### src/rtl/load_store_unit_pkg.sv
// Shared definitions for the load/store unit: funct3 codes, FSM states,
// response error codes and request legality helpers.
package load_store_unit_pkg;

    // funct3 encodings for loads and stores
    localparam logic [2:0] F3_LB  = 3'b000;
    localparam logic [2:0] F3_LH  = 3'b001;
    localparam logic [2:0] F3_LW  = 3'b010;
    localparam logic [2:0] F3_LBU = 3'b100;
    localparam logic [2:0] F3_LHU = 3'b101;
    localparam logic [2:0] F3_SB  = 3'b000;
    localparam logic [2:0] F3_SH  = 3'b001;
    localparam logic [2:0] F3_SW  = 3'b010;

    typedef enum logic [1:0] {
        ST_IDLE = 2'd0,
        ST_ADDR = 2'd1,
        ST_DATA = 2'd2,
        ST_RESP = 2'd3
    } lsu_state_e;

    typedef enum logic [1:0] {
        ERR_OK       = 2'b00,
        ERR_MISALIGN = 2'b01,
        ERR_FUNCT3   = 2'b10,
        ERR_TIMEOUT  = 2'b11
    } lsu_err_e;

    // 011 and 11x are never legal; stores have no unsigned variants
    function automatic logic f3_illegal(input logic [2:0] f3, input logic store);
        return (f3 == 3'b011) || (f3[2:1] == 2'b11) || (store && f3[2]);
    endfunction

    // Halfwords need even addresses, words need 4-byte alignment
    function automatic logic addr_misaligned(input logic [2:0] f3, input logic [1:0] addr_lo);
        logic mis;
        mis = 1'b0;
        case (f3[1:0])
            2'b01:   mis = addr_lo[0];
            2'b10:   mis = |addr_lo;
            default: mis = 1'b0;
        endcase
        return mis;
    endfunction

endpackage

### src/rtl/load_store_unit_if.sv
// Data-memory bus: valid/grant request phase followed by a response phase.
interface load_store_unit_if;
    logic        bus_req;
    logic        bus_we;
    logic [31:0] bus_addr;
    logic [31:0] bus_wdata;
    logic [3:0]  bus_be;
    logic        bus_gnt;
    logic        bus_rvalid;
    logic [31:0] bus_rdata;

    modport master (
        output bus_req, bus_we, bus_addr, bus_wdata, bus_be,
        input  bus_gnt, bus_rvalid, bus_rdata
    );

    modport slave (
        input  bus_req, bus_we, bus_addr, bus_wdata, bus_be,
        output bus_gnt, bus_rvalid, bus_rdata
    );
endinterface

### src/rtl/load_store_unit_align.sv
// Combinational lane logic: byte enables and replicated write data for the
// outgoing request, shift and size extension for returning read data.
module lsu_align
    import load_store_unit_pkg::*;
(
    input  logic [2:0]  st_funct3,
    input  logic [1:0]  st_addr_lo,
    input  logic        st_store,
    input  logic [31:0] st_wdata,
    output logic [3:0]  st_be,
    output logic [31:0] st_bus_wdata,
    input  logic [2:0]  ld_funct3,
    input  logic [1:0]  ld_addr_lo,
    input  logic [31:0] ld_rdata,
    output logic [31:0] ld_data
);
    logic [31:0] shifted;

    // Per byte lane: enable when the access covers it, data replicated so
    // every lane carries the right byte regardless of alignment
    for (genvar gi = 0; gi < 4; gi++) begin : g_lane
        localparam logic [1:0] LANE = 2'(gi);
        assign st_be[gi] = (st_funct3[1:0] == 2'b00) ? (st_addr_lo == LANE) :
                           (st_funct3[1:0] == 2'b01) ? (st_addr_lo[1] == LANE[1]) :
                           1'b1;
        assign st_bus_wdata[8*gi +: 8] = !st_store                  ? 8'h00 :
                                         (st_funct3[1:0] == 2'b00) ? st_wdata[7:0] :
                                         (st_funct3[1:0] == 2'b01) ? st_wdata[8*(gi%2) +: 8] :
                                         st_wdata[8*gi +: 8];
    end

    assign shifted = ld_rdata >> {ld_addr_lo, 3'b000};

    // Extend the addressed byte/halfword to 32 bits per funct3
    always_comb begin
        ld_data = shifted;
        case (ld_funct3)
            F3_LB:   ld_data = {{24{shifted[7]}}, shifted[7:0]};
            F3_LH:   ld_data = {{16{shifted[15]}}, shifted[15:0]};
            F3_LBU:  ld_data = {24'h0, shifted[7:0]};
            F3_LHU:  ld_data = {16'h0, shifted[15:0]};
            default: ld_data = shifted;
        endcase
    end
endmodule

### src/rtl/load_store_unit.sv
// Multi-cycle load/store unit: accepts one memory-stage request, stalls the
// pipeline while it runs on the data bus, then pulses a response.
module load_store_unit
    import load_store_unit_pkg::*;
#(
    parameter int unsigned MAX_WAIT = 255
) (
    input  logic        clk,
    input  logic        rst,
    input  logic        req_valid,
    input  logic        req_store,
    input  logic [31:0] req_addr,
    input  logic [31:0] req_wdata,
    input  logic [2:0]  req_funct3,
    output logic        stall,
    output logic        resp_valid,
    output logic [31:0] resp_rdata,
    output logic [1:0]  resp_err,
    load_store_unit_if.master bus
);
    lsu_state_e  state_reg, state_next;
    logic [7:0]  cnt_reg;
    logic [7:0]  cnt_inc;
    logic        timeout;
    logic        req_ill, req_mis;
    logic        store_reg;
    logic [2:0]  funct3_reg;
    logic [1:0]  addr_lo_reg;
    logic        bus_we_reg;
    logic [31:0] bus_addr_reg, bus_wdata_reg;
    logic [3:0]  bus_be_reg;
    logic [31:0] resp_rdata_reg;
    lsu_err_e    resp_err_reg;
    logic [3:0]  lane_be;
    logic [31:0] lane_wdata, ld_data;

    assign req_ill = f3_illegal(req_funct3, req_store);
    assign req_mis = addr_misaligned(req_funct3, req_addr[1:0]);
    assign cnt_inc = cnt_reg + 8'd1;
    // Fires on the last allowed bus cycle, so bus_req stays up MAX_WAIT cycles
    assign timeout = (cnt_inc == 8'(MAX_WAIT));

    lsu_align u_align (
        .st_funct3    (req_funct3),
        .st_addr_lo   (req_addr[1:0]),
        .st_store     (req_store),
        .st_wdata     (req_wdata),
        .st_be        (lane_be),
        .st_bus_wdata (lane_wdata),
        .ld_funct3    (funct3_reg),
        .ld_addr_lo   (addr_lo_reg),
        .ld_rdata     (bus.bus_rdata),
        .ld_data      (ld_data)
    );

    // State register
    always_ff @(posedge clk) begin
        if (rst) state_reg <= ST_IDLE;
        else     state_reg <= state_next;
    end

    // Next state and state-decoded outputs; timeout beats gnt/rvalid
    always_comb begin
        state_next = state_reg;
        stall      = 1'b0;
        resp_valid = 1'b0;
        case (state_reg)
            ST_IDLE: begin
                if (req_valid) begin
                    stall      = 1'b1;
                    state_next = (req_ill || req_mis) ? ST_RESP : ST_ADDR;
                end
            end
            ST_ADDR: begin
                stall = 1'b1;
                if (timeout)          state_next = ST_RESP;
                else if (bus.bus_gnt) state_next = ST_DATA;
            end
            ST_DATA: begin
                stall = 1'b1;
                if (timeout || bus.bus_rvalid) state_next = ST_RESP;
            end
            ST_RESP: begin
                resp_valid = 1'b1;
                state_next = ST_IDLE;
            end
            default: state_next = ST_IDLE;
        endcase
    end

    // Request latch, bus output registers, timeout counter and response data
    always_ff @(posedge clk) begin
        if (rst) begin
            cnt_reg        <= 8'd0;
            store_reg      <= 1'b0;
            funct3_reg     <= 3'b000;
            addr_lo_reg    <= 2'b00;
            bus_we_reg     <= 1'b0;
            bus_addr_reg   <= 32'h0;
            bus_wdata_reg  <= 32'h0;
            bus_be_reg     <= 4'b0000;
            resp_rdata_reg <= 32'h0;
            resp_err_reg   <= ERR_OK;
        end else begin
            case (state_reg)
                ST_IDLE: begin
                    if (req_valid) begin
                        cnt_reg        <= 8'd0;
                        store_reg      <= req_store;
                        funct3_reg     <= req_funct3;
                        addr_lo_reg    <= req_addr[1:0];
                        resp_rdata_reg <= 32'h0;
                        resp_err_reg   <= req_ill ? ERR_FUNCT3 :
                                          req_mis ? ERR_MISALIGN : ERR_OK;
                        if (!req_ill && !req_mis) begin
                            bus_we_reg    <= req_store;
                            bus_addr_reg  <= {req_addr[31:2], 2'b00};
                            bus_wdata_reg <= lane_wdata;
                            bus_be_reg    <= lane_be;
                        end
                    end
                end
                ST_ADDR, ST_DATA: begin
                    cnt_reg <= cnt_inc;
                    if (timeout) begin
                        resp_err_reg <= ERR_TIMEOUT;
                    end else if (state_reg == ST_DATA && bus.bus_rvalid) begin
                        resp_rdata_reg <= store_reg ? 32'h0 : ld_data;
                        resp_err_reg   <= ERR_OK;
                    end
                end
                default: ;
            endcase
        end
    end

    assign bus.bus_req   = (state_reg == ST_ADDR);
    assign bus.bus_we    = bus_we_reg;
    assign bus.bus_addr  = bus_addr_reg;
    assign bus.bus_wdata = bus_wdata_reg;
    assign bus.bus_be    = bus_be_reg;
    assign resp_rdata    = resp_rdata_reg;
    assign resp_err      = resp_err_reg;
endmodule

### src/flat_wrapper.sv
// flat-port wrapper written by rule: the top's interface ports become plain ports
module load_store_unit_flat import load_store_unit_pkg::*;
#(
    parameter int unsigned MAX_WAIT = 255
)
  (clk, rst, req_valid, req_store, req_addr, req_wdata, req_funct3, stall, resp_valid, resp_rdata, resp_err, bus_bus_req, bus_bus_we, bus_bus_addr, bus_bus_wdata, bus_bus_be, bus_bus_gnt, bus_bus_rvalid, bus_bus_rdata);
  load_store_unit_if bus_i ();
  input  logic clk;
  input  logic rst;
  input  logic req_valid;
  input  logic req_store;
  input  logic [31:0] req_addr;
  input  logic [31:0] req_wdata;
  input  logic [2:0] req_funct3;
  output logic stall;
  output logic resp_valid;
  output logic [31:0] resp_rdata;
  output logic [1:0] resp_err;
  output wire logic [$bits(bus_i.bus_req)-1:0] bus_bus_req;
  output wire logic [$bits(bus_i.bus_we)-1:0] bus_bus_we;
  output wire logic [$bits(bus_i.bus_addr)-1:0] bus_bus_addr;
  output wire logic [$bits(bus_i.bus_wdata)-1:0] bus_bus_wdata;
  output wire logic [$bits(bus_i.bus_be)-1:0] bus_bus_be;
  input wire logic [$bits(bus_i.bus_gnt)-1:0] bus_bus_gnt;
  input wire logic [$bits(bus_i.bus_rvalid)-1:0] bus_bus_rvalid;
  input wire logic [$bits(bus_i.bus_rdata)-1:0] bus_bus_rdata;
  assign bus_bus_req = bus_i.bus_req;
  assign bus_bus_we = bus_i.bus_we;
  assign bus_bus_addr = bus_i.bus_addr;
  assign bus_bus_wdata = bus_i.bus_wdata;
  assign bus_bus_be = bus_i.bus_be;
  assign bus_i.bus_gnt = bus_bus_gnt;
  assign bus_i.bus_rvalid = bus_bus_rvalid;
  assign bus_i.bus_rdata = bus_bus_rdata;
  load_store_unit #(.MAX_WAIT(MAX_WAIT)) u_core (.clk(clk), .rst(rst), .req_valid(req_valid), .req_store(req_store), .req_addr(req_addr), .req_wdata(req_wdata), .req_funct3(req_funct3), .stall(stall), .resp_valid(resp_valid), .resp_rdata(resp_rdata), .resp_err(resp_err), .bus(bus_i));
endmodule
### config.mk
export PLATFORM = sky130hd
export DESIGN_NAME = load_store_unit_flat
export DESIGN_NICKNAME = d
export VERILOG_FILES = /design/src/rtl/load_store_unit_pkg.sv /design/src/rtl/load_store_unit_if.sv /design/src/rtl/load_store_unit_align.sv /design/src/rtl/load_store_unit.sv /design/src/flat_wrapper.sv
export SDC_FILE = /design/constraint.sdc
export NUM_CORES = 1
export LEC_CHECK = 0
export ABC_AREA = 1
export CELL_PAD_IN_SITES_DETAIL_PLACEMENT = 2
export CELL_PAD_IN_SITES_GLOBAL_PLACEMENT = 2
export CORE_MARGIN = 8
export CORE_UTILIZATION = 21
export DETAILED_ROUTE_END_ITERATION = 6
export PLACE_DENSITY_LB_ADDON = 0.15
export REMOVE_ABC_BUFFERS = 1
export SLEW_MARGIN = 10
export SYNTH_ARGS = -nofsm -noshare
export SYNTH_HDL_FRONTEND = slang
export SYNTH_SLANG_ARGS = --single-unit
### constraint.sdc
create_clock -name clk -period 1.8 [get_ports clk]
set_input_delay 0.27 -clock clk [delete_from_list [all_inputs] [get_ports clk]]
set_output_delay 0.27 -clock clk [all_outputs]
set_load 0.005 [all_outputs]
==> flow_metrics.py, run 1 <==
metrics = {
    "run_status": {
        "status": "finished clean",
    },
    "finish": {
        "drive_gt1_share_pct": 22.1,
        "fin_nets": 1251,
        "fillers": 3077,
        "area_growth_pct": 74.0,
        "final_cell_area_sq_mm": 0.0100,
        "fin_cells": 1490,
    },
    "place": {
        "dpl_cell_area_sq_mm": 0.00872,
        "place_inst": 1439,
        "dp_hpwl_microns": 18700,
        "dp_slack_ps": -425,
        "placement.io_buffers": 208,
        "place_congestion": 0.742,
    },
    "sta": {
        "worst_pin_slew_ps": 632,
        "hold_viol_final": 0,
        "rsz0062_at_grt": "yes",
        "fin_crit_sh_pct": 99.2,
        "fin_skew_ps": 10.8,
        "relSlewSlack_pct": 57.9,
        "finalCriticalPeriod_ps": 1790,
        "slew_viol_final": 0,
        "setup_violations": 0,
        "timing.fmax_mhz": 560,
        "fin_ws_ps": 13.7,
    },
    "floorplanning": {
        "fp.dieArea_sq_mm": 0.0330,
        "die_x_microns": 182,
        "start_util_pct": 21.4,
        "die_y_microns": 182,
        "ios": 211,
        "rows": 60,
        "core_sq_mm": 0.0270,
    },
    "pwr": {
        "power_density_mw_per_mm2": 1390,
        "p_switching_uw": 5270,
        "swShare_pct": 38.0,
        "p_comb_share_pct": 49.8,
        "pwr-share-clk_pct": 25.6,
        "p_leak_uw": 0.00402,
        "seqPwrFrac_pct": 24.6,
        "internal_power_uw": 8600,
        "vdd_drop_max_mv": 0.472,
    },
    "worst_setup_path": {
        "required_ps": 2070,
        "regToRegStartpoint": "u_core.cnt_reg[3]",
        "crit_start": "u_core.cnt_reg[3]",
        "cp-start-kind": "register",
        "cp-end-kind": "register",
        "cp.arrival_ps": 2050,
        "cp_max_fo": 7,
        "path_class": "reg2reg",
    },
    "synthesis": {
        "netlist_area_sq_mm": 0.00576,
        "ys_warn_count": 0,
        "synthCells": 862,
        "avgSynthCellArea_sq_um": 6.68,
        "synth_seq_cells": 117,
        "synth_edf_count": 0,
        "yosysSeqAreaShare_pct": 40.7,
        "ys_types": 30,
        "synth_ff_type": "dfxtp_1",
        "synthArstFlopShare_pct": 0,
    },
    "cts": {
        "clk_pin_slew_ps": 60,
        "htreeDepth": 4,
        "numCtsBuffers": 17,
        "cts.sinks": 117,
        "cts_tree": "done",
        "clockRootBuffer": "clkbuf_16",
        "insertion_delay_ps": 410,
        "clockBufferDepth": 2,
    },
    "global_routing": {
        "grt_pass1_wl_microns": 41400,
        "grt.total_usage_pct": 15.6,
        "gr-total-overflow": 0,
        "grt_pass1_vias": 7446,
        "grt_max_degree": 55,
        "antenna_found_initial": 4,
    },
    "routing": {
        "wl_microns": 26500,
        "detail-route-antenna-nets": 0,
        "drc": 0,
        "num_vias": 6681,
        "drt_iter0_markers": 176,
        "first_pass_iters": 4,
        "wl_per_cell_microns": 17.8,
        "vias_per_cell": 4.48,
    },
    "flow_run": {
        "cap_violations": 0,
    },
    "worst_hold_path": {
        "worstHoldStart": "rst",
        "hp-class": "in2reg",
    },
}
logic make-up after synthesis:
kind of cell | synth area share, %
compound gates | 17.7
fa+ha+maj | 2.17
flops | 40.7
mux | 1.22
other cells | 0.0652
simple gates | 30.5
buf+inv | 7.67
metal layers:
layer | GRT usage (%) | wire (microns)
met3 | 5.87 | 1820
met2 | 26.5 | 12700
met5 | 0 | 35
met4 | 3.61 | 323
met1 | 18.3 | 11600
worst paths after layout:
path | to | slack (ps) | cells after the start
hold / removal | u_core.resp_rdata[29] | 330 | 3
hold reg to reg | u_core.bus.bus_wdata[19] | 460 | 2
setup / recovery | u_core.resp_rdata[13] | 10 | 12
setup reg to reg | u_core.resp_rdata[13] | 10 | 12
layout by cell type, fill, tap and decap left out, types with 9 or more instances in the layout:
| cell type | instances |
|---|---|
| inv_1 | 40 |
| a21oi_1 | 62 |
| nor2_1 | 102 |
| o21ai_0 | 79 |
| nand2_4 | 10 |
| dfxtp_1 | 109 |
| buf_12 | 9 |
| nand2_2 | 26 |
| clkdlybuf4s50_1 | 202 |
| nor2_2 | 21 |
| nand3_1 | 36 |
| a21oi_2 | 17 |
| inv_2 | 10 |
| nand2_1 | 217 |
| buf_4 | 77 |
| clkbuf_16 | 20 |
Yosys cell counts, drive strengths merged (7+ instances only):
cell type,instances,share of area [%]
o21bai,10,1.4
nand2,254,17
inv,52,3.4
buf,15,1.8
o22ai,9,0.98
clkbuf,38,2.5
dfxtp,117,41
nor2,130,9.3
o21ai,88,7.7
nand3,42,4.0
mux2i,7,1.2
a21oi,79,6.9
ha,10,2.2
stage by stage:
stage               hold slack (ps)  setup TNS, ps  total power, uW  utilization [%]
detailed placement              457         -29850             8980             32.4
floorplan                       339         -76020             5730                -
finish                          333              0            13900             37.2
global placement                447         -22760             8870             32.4
global route                    346          -2330            14900             37.2
CTS                             306          -6.35            13200             35.3
timing repair:
item,in CTS,in global routing
pin swaps,6,32
gates resized for setup,46,110
gates cloned,2,3
buffers inserted,4,10
hold buffers,0,0
endpoints found under the setup margin,39,106
critical path: stages (launching register included):
cell and delay (ps):
dfxtp_2 410, nand2_1 120, nor2_2 150, nand2_1 80, nand2_2 80, nand2_2 70, nor2_4 140, nand3_4 120
nand2_8 130, inv_16 70, clkbuf_16 170, nand2_4 60, a21oi_2 40
area by class of cell:
| type | instances | area (sq um) | share of cell area [%] |
|---|---|---|---|
| clock buffers | 17 | 425 | 4.25 |
| well taps | 341 | 427 | 4.26 |
| diodes | 1 | 2.50 | 0.0250 |
| repair buffers | 307 | 3070 | 30.6 |
| flip-flops and latches | 117 | 2360 | 23.6 |
| inverters | 52 | 216 | 2.16 |
| clock inverters | 14 | 178 | 1.77 |
| multi-input cells | 641 | 3340 | 33.3 |
power by group through the flow:
stage | Combinational, uW | Clock (uW) | Sequential, uW
floorplan | 2230 | 0 | 3500
global placement | 5450 | 0 | 3430
detailed placement | 5550 | 0 | 3430
CTS | 6100 | 3680 | 3410
global route | 7600 | 3790 | 3470
finish | 6920 | 3550 | 3410
Note: power is estimated with default switching activity, not from simulation.
==> run 2: changes to the inputs <==
--- a/config.mk
+++ b/config.mk
@@ -6,12 +6,13 @@
 export NUM_CORES = 1
 export LEC_CHECK = 0
 export ABC_AREA = 1
+export CAP_MARGIN = 20
 export CELL_PAD_IN_SITES_DETAIL_PLACEMENT = 2
 export CELL_PAD_IN_SITES_GLOBAL_PLACEMENT = 2
 export CORE_MARGIN = 8
 export CORE_UTILIZATION = 21
 export DETAILED_ROUTE_END_ITERATION = 6
-export PLACE_DENSITY_LB_ADDON = 0.15
+export PLACE_DENSITY_LB_ADDON = 0.3
 export REMOVE_ABC_BUFFERS = 1
 export SLEW_MARGIN = 10
 export SYNTH_ARGS = -nofsm -noshare
==> flow_metrics.py, run 2 (same netlist as run 1, synthesis figures left out) <==
metrics = {
    "worst_setup_path": {
        "required_ps": 2090,
        "cp-end-kind": "register",
        "cp_max_fo": 9,
        "cp-start-kind": "register",
        "path_class": "reg2reg",
        "cp.arrival_ps": 2070,
    },
    "place": {
        "dp_hpwl_microns": 18900,
        "placement.io_buffers": 208,
        "dp_slack_ps": -471,
        "dpl_cell_area_sq_mm": 0.00872,
        "place_congestion": 0.758,
    },
    "cts": {
        "htreeDepth": 4,
        "clockRootBuffer": "clkbuf_16",
        "holdBufCountCts": 0,
        "numCtsBuffers": 17,
        "cts_tree": "done",
        "clk_pin_slew_ps": 70,
        "cts.sinks": 117,
        "clockBufferDepth": 2,
        "insertion_delay_ps": 420,
    },
    "flow_run": {
        "cap_violations": 0,
    },
    "sta": {
        "slew_viol_final": 0,
        "timing.setup.tns_ps": 0,
        "timing.fmax_mhz": 562,
        "rsz0062_at_grt": "yes",
        "hold_viol_final": 0,
        "fin_skew_ps": 10.0,
        "setup_violations": 0,
        "fin_crit_sh_pct": 98.9,
        "fin_ws_ps": 20.0,
        "finalCriticalPeriod_ps": 1780,
    },
    "routing": {
        "wl_per_cell_microns": 18.9,
        "num_vias": 6858,
        "drt_iter0_markers": 196,
        "detail-route-antenna-nets": 0,
        "vias_per_cell": 4.59,
        "drc": 0,
        "first_pass_iters": 4,
        "wl_microns": 28300,
    },
    "global_routing": {
        "grt_pass1_wl_microns": 42300,
        "grt.total_usage_pct": 16.1,
        "grt_max_degree": 64,
        "antenna_found_initial": 2,
        "grt_pass1_vias": 7512,
        "gr-total-overflow": 0,
    },
    "worst_hold_path": {
        "hp-class": "in2reg",
    },
    "finish": {
        "area_growth_pct": 80.0,
        "fin_nets": 1256,
        "layout.cells.most_common": "nand2_1",
        "layout_common_cells": "nand2_1 (204), clkdlybuf4s50_1 (202), dfxtp_1 (110)",
        "final_cell_area_sq_mm": 0.0104,
        "drive_gt1_share_pct": 24.8,
    },
    "pwr": {
        "power_uw": 14200,
        "seqPwrFrac_pct": 24.1,
        "p_switching_uw": 5430,
        "p_comb_share_pct": 49.8,
        "pwr-share-clk_pct": 26.1,
        "power_density_mw_per_mm2": 1370,
        "internal_power_uw": 8810,
        "p_leak_uw": 0.00412,
        "swShare_pct": 38.1,
        "vdd_drop_max_mv": 0.631,
    },
    "floorplanning": {
        "die_y_microns": 182,
        "start_util_pct": 21.4,
        "ios": 211,
        "rows": 60,
        "die_x_microns": 182,
        "fp.dieArea_sq_mm": 0.0330,
        "core_sq_mm": 0.0270,
    },
    "run_status": {
        "status": "finished clean",
    },
}
[run 2: cell count changes in the layout (fill, tap and decap cells not counted), moves of 5 or more]
cell	change
o21ai_1	-6
a21oi_1	-15
a21oi_2	+14
nor2_4	+5
nor2_2	-7
buf_12	+6
nand2_1	-13
nand2_2	+15
buf_6	+6
buf_4	-10
[run 2: final cells by class]
cell class	instances	area, sq um
clock buffers	17	425
fillers	3059	16600
clock inverters	14	203
well taps	341	427
inverters	52	220
multi-input cells	641	3450
flip-flops and latches	117	2360
repair buffers	312	3280
diodes	1	2.50
[run 2: path summary, 6_finish.rpt]
check	cells after the start	end	slack, ps	from
hold reg to reg	2	u_core.bus.bus_wdata[19]	460	u_core.bus.bus_wdata[19]
setup / recovery	13	u_core.resp_rdata[20]	20	u_core.cnt_reg[0]
hold / removal	3	u_core.bus.bus_wdata[14]	340	rst
setup reg to reg	13	u_core.resp_rdata[20]	20	u_core.cnt_reg[0]
[run 2: power by group through the flow]
stage	registers [uW]	clock network (uW)	logic [uW]
2_1_floorplan	3500	0	2230
3_3_place_gp	3420	0	5430
3_5_place_dp	3440	0	5550
4_1_cts	3420	3810	6450
5_1_grt	3500	3940	7740
6_report	3430	3720	7100
[run 2: repair_timing]
item | CTS | global route
setup endpoints to repair | 61 | 112
cloned | 5 | 8
resized for setup | 67 | 123
buffers inserted | 12 | 9
pin swaps | 11 | 43
[run 2: metal layers]
metal / global-route usage (%) / share of wire [%] / vias up
met5: 0 / 0.067 / -
met4: 5.05 / 2.0 / 4
met3: 4.91 / 5.4 / 39
met2: 27.8 / 49 / 143
met1: 18.8 / 44 / 3329
li1: - / - / 3343
[run 2: through the flow]
stage	utilization (%)	instances	hold slack, ps
after floorplan	-	810	339
after global placement	32.4	1434	446
after detailed placement	32.4	1434	456
after CTS	36.4	1481	355
after global routing	38.4	1494	352
final	38.4	1495	338
[run 2: worst max-delay path: stages (launching register included)]
cell,delay [ps]
dfxtp_2,340
buf_6,130
inv_6,70
ha_4,120
inv_1,40
nor2_2,120
nand3_2,90
nor2_4,140
nand3_4,120
nand2_8,130
inv_12,70
clkbuf_16,160
nand2_2,60
a21oi_1,50
==> run 3: changes to the inputs <==
--- a/config.mk
+++ b/config.mk
@@ -5,12 +5,11 @@
 export SDC_FILE = /design/constraint.sdc
 export NUM_CORES = 1
 export LEC_CHECK = 0
-export ABC_AREA = 1
 export CAP_MARGIN = 20
 export CELL_PAD_IN_SITES_DETAIL_PLACEMENT = 2
 export CELL_PAD_IN_SITES_GLOBAL_PLACEMENT = 2
 export CORE_MARGIN = 8
-export CORE_UTILIZATION = 21
+export CORE_UTILIZATION = 23
 export DETAILED_ROUTE_END_ITERATION = 6
 export PLACE_DENSITY_LB_ADDON = 0.3
 export REMOVE_ABC_BUFFERS = 1
==> flow_metrics.py, run 3 <==
metrics = {
    "run_status": {
        "status": "finished, violations left",
        "violations": "negative setup slack",
    },
    "cts": {
        "htreeDepth": 4,
        "numCtsBuffers": 17,
        "cts_tree": "done",
        "clockRootBuffer": "clkbuf_16",
        "clockBufferDepth": 2,
        "clk_pin_slew_ps": 60,
        "insertion_delay_ps": 410,
        "holdBufCountCts": 0,
        "cts.sinks": 117,
    },
    "synthesis": {
        "synth_edf_count": 0,
        "synthArstFlopShare_pct": 0,
        "synth_top_area_share_pct": 40.2,
        "ys_top_cells_by_count": "dfxtp_1 (117), nand2_1 (103), a21oi_1 (71)",
        "synth_seq_cells": 117,
        "yosysMostFrequentCell": "dfxtp_1",
        "synth_top_area_cell": "dfxtp_1",
        "netlist_area_sq_mm": 0.00582,
        "ys_warn_count": 0,
        "ys_top_cells_by_area": "dfxtp_1 (40%), nand2_1 (6.6%), a22oi_2 (6.2%)",
        "ys_types": 57,
        "avgSynthCellArea_sq_um": 8.64,
        "synthCells": 674,
        "yosysSeqAreaShare_pct": 40.2,
        "synth_ff_type": "dfxtp_1",
    },
    "sta": {
        "relSlewSlack_pct": 51.7,
        "worst_pin_slew_ps": 723,
        "fin_skew_ps": 7.22,
        "fin_ws_ps": -175,
        "hold_slack_ps": 297,
        "finalCriticalPeriod_ps": 1980,
        "timing.fmax_mhz": 506,
        "slew_viol_final": 0,
        "fin_crit_sh_pct": 110,
        "timing.setup.tns_ps": -2680,
        "rsz0062_at_grt": "yes",
        "hold_viol_final": 0,
        "setup_violations": 34,
    },
    "pwr": {
        "p_leak_uw": 0.00376,
        "seqPwrFrac_pct": 25.5,
        "pwr-share-clk_pct": 24.7,
        "swShare_pct": 35.6,
        "power_uw": 13600,
        "p_comb_share_pct": 49.8,
        "p_switching_uw": 4830,
        "power_density_mw_per_mm2": 1320,
        "vdd_drop_max_mv": 0.617,
        "internal_power_uw": 8740,
    },
    "routing": {
        "first_pass_iters": 4,
        "drc": 0,
        "drt_iter0_markers": 171,
        "num_vias": 6166,
        "detail-route-antenna-nets": 0,
        "wl_microns": 26100,
        "wl_per_cell_microns": 20.1,
        "vias_per_cell": 4.74,
    },
    "place": {
        "placement.io_buffers": 208,
        "dp_hpwl_microns": 17800,
        "place_inst": 1238,
        "place_congestion": 0.743,
    },
    "worst_setup_path": {
        "cpMostUsedCell": "inv_2",
        "cp_max_fo": 5,
        "cp.arrival_ps": 2330,
        "cp-end-kind": "register",
        "path_class": "reg2reg",
        "slowest_stage": "or4b_4",
        "cp-start-kind": "register",
        "required_ps": 2160,
        "max_stage_delay_ps": 580,
        "worstPathCellList": "inv_2, ha_4, inv_2, or4b_4, buf_6, o211ai_1, o221a_2",
    },
    "global_routing": {
        "grt.total_usage_pct": 16.2,
        "grt.met2_usage_pct": 28.5,
        "grt_pass1_wl_microns": 39300,
        "grt_max_degree": 99,
        "grt_pass1_vias": 6805,
        "top_usage_layer": "met2",
        "grt.met1_usage_pct": 19.0,
        "antenna_found_initial": 1,
        "gr-total-overflow": 0,
        "grtUsageMet3_pct": 5.46,
    },
    "finish": {
        "num_antenna_cells": 0,
        "fin_util_pct": 41.1,
        "layout_common_cells": "clkdlybuf4s50_1 (202), dfxtp_1 (111), nand2_1 (99)",
        "fin_nets": 1073,
        "layout.cells.most_common": "clkdlybuf4s50_1",
        "drive_gt1_share_pct": 30.4,
        "area_growth_pct": 76.6,
        "fin_cells": 1301,
    },
    "floorplanning": {
        "start_util_pct": 23.3,
        "die_x_microns": 175,
        "die_y_microns": 175,
        "rows": 58,
        "ios": 211,
        "fp.dieArea_sq_mm": 0.0307,
        "core_sq_mm": 0.0250,
    },
    "worst_hold_path": {
        "hp-class": "in2reg",
    },
    "flow_run": {
        "cap_violations": 0,
    },
}
==> run 3: cell types whose count changed after synthesis, moves of 9 or more <==
cell      delta
o211ai_1    +17
clkbuf_1    -18
mux2i_1     +23
a211oi_1    +13
nor2_2      -10
nor2_1      -63
buf_2        +9
mux2_2      +15
nand3_1     -31
nor3_1      +17
a22oi_2     +29
nand2_1    -149
inv_1       -20
o21ai_0     -54
==> run 3: power groups by stage <==
stage	clock network, uW	logic (uW)	registers (uW)
2_1_floorplan	0	2060	3490
3_3_place_gp	0	4920	3470
3_5_place_dp	0	5020	3480
4_1_cts	3450	5830	3460
5_1_grt	3580	7250	3520
6_report	3350	6750	3470
==> run 3: final cells by class <==
class | count | area (sq um)
clock buffers | 18 | 429
clock inverters | 14 | 138
fillers | 2695 | 14800
inverters | 27 | 104
multi-input cells | 477 | 3600
flip-flops and latches | 117 | 2350
well taps | 330 | 413
repair buffers | 318 | 3250
==> run 3: path summary, 6_finish.rpt <==
kind              slack (ps)                       to                    start  cells after the start
setup reg to reg        -180    u_core.resp_rdata[16]      u_core.state_reg[1]                      7
hold reg to reg          460  u_core.bus.bus_addr[24]  u_core.bus.bus_addr[24]                      2
hold / removal           300     u_core.funct3_reg[1]            req_funct3[1]                      4
setup / recovery        -180    u_core.resp_rdata[16]      u_core.state_reg[1]                      7
==> run 3: cells by family after synthesis <==
family	share of synthesized area, %
simple gates	16.2
compound gates	26.2
flops	40.2
buf+inv	6.96
mux	8.06
fa+ha+maj	2.15
other cells	0.0644
xor+xnor	0.150
==> run 3: metrics by stage <==
stage               setup WS [ps]  cell area (sq um)
finish                       -175              10300
global route                 -221              10300
global placement             -497               8740
detailed placement           -613               8740
CTS                          -122               9840
floorplan                   -1640               5520
==> run 3: repair_timing <==
item,4_1_cts,5_1_grt
pin swaps,42,21
resized for setup,84,73
endpoints found under the setup margin,106,85
buffers inserted,10,17
gates cloned,4,3
==> run 3: critical path: cells and delay by family, from the launching register on <==
kind            cells  cell delay, ps
flops               1             350
compound gates      2             420
buf+inv             3             270
simple gates        1             580
fa+ha+maj           1             280
==> run 3: per-layer routing <==
| layer | wire (microns) | up-vias | part of all wire (%) |
|---|---|---|---|
| met5 | 13 | - | 0.050 |
| met4 | 191 | 2 | 0.73 |
| met3 | 1670 | 21 | 6.4 |
| met2 | 13100 | 150 | 50 |
| met1 | 11100 | 3040 | 43 |
| li1 | - | 2953 | - |
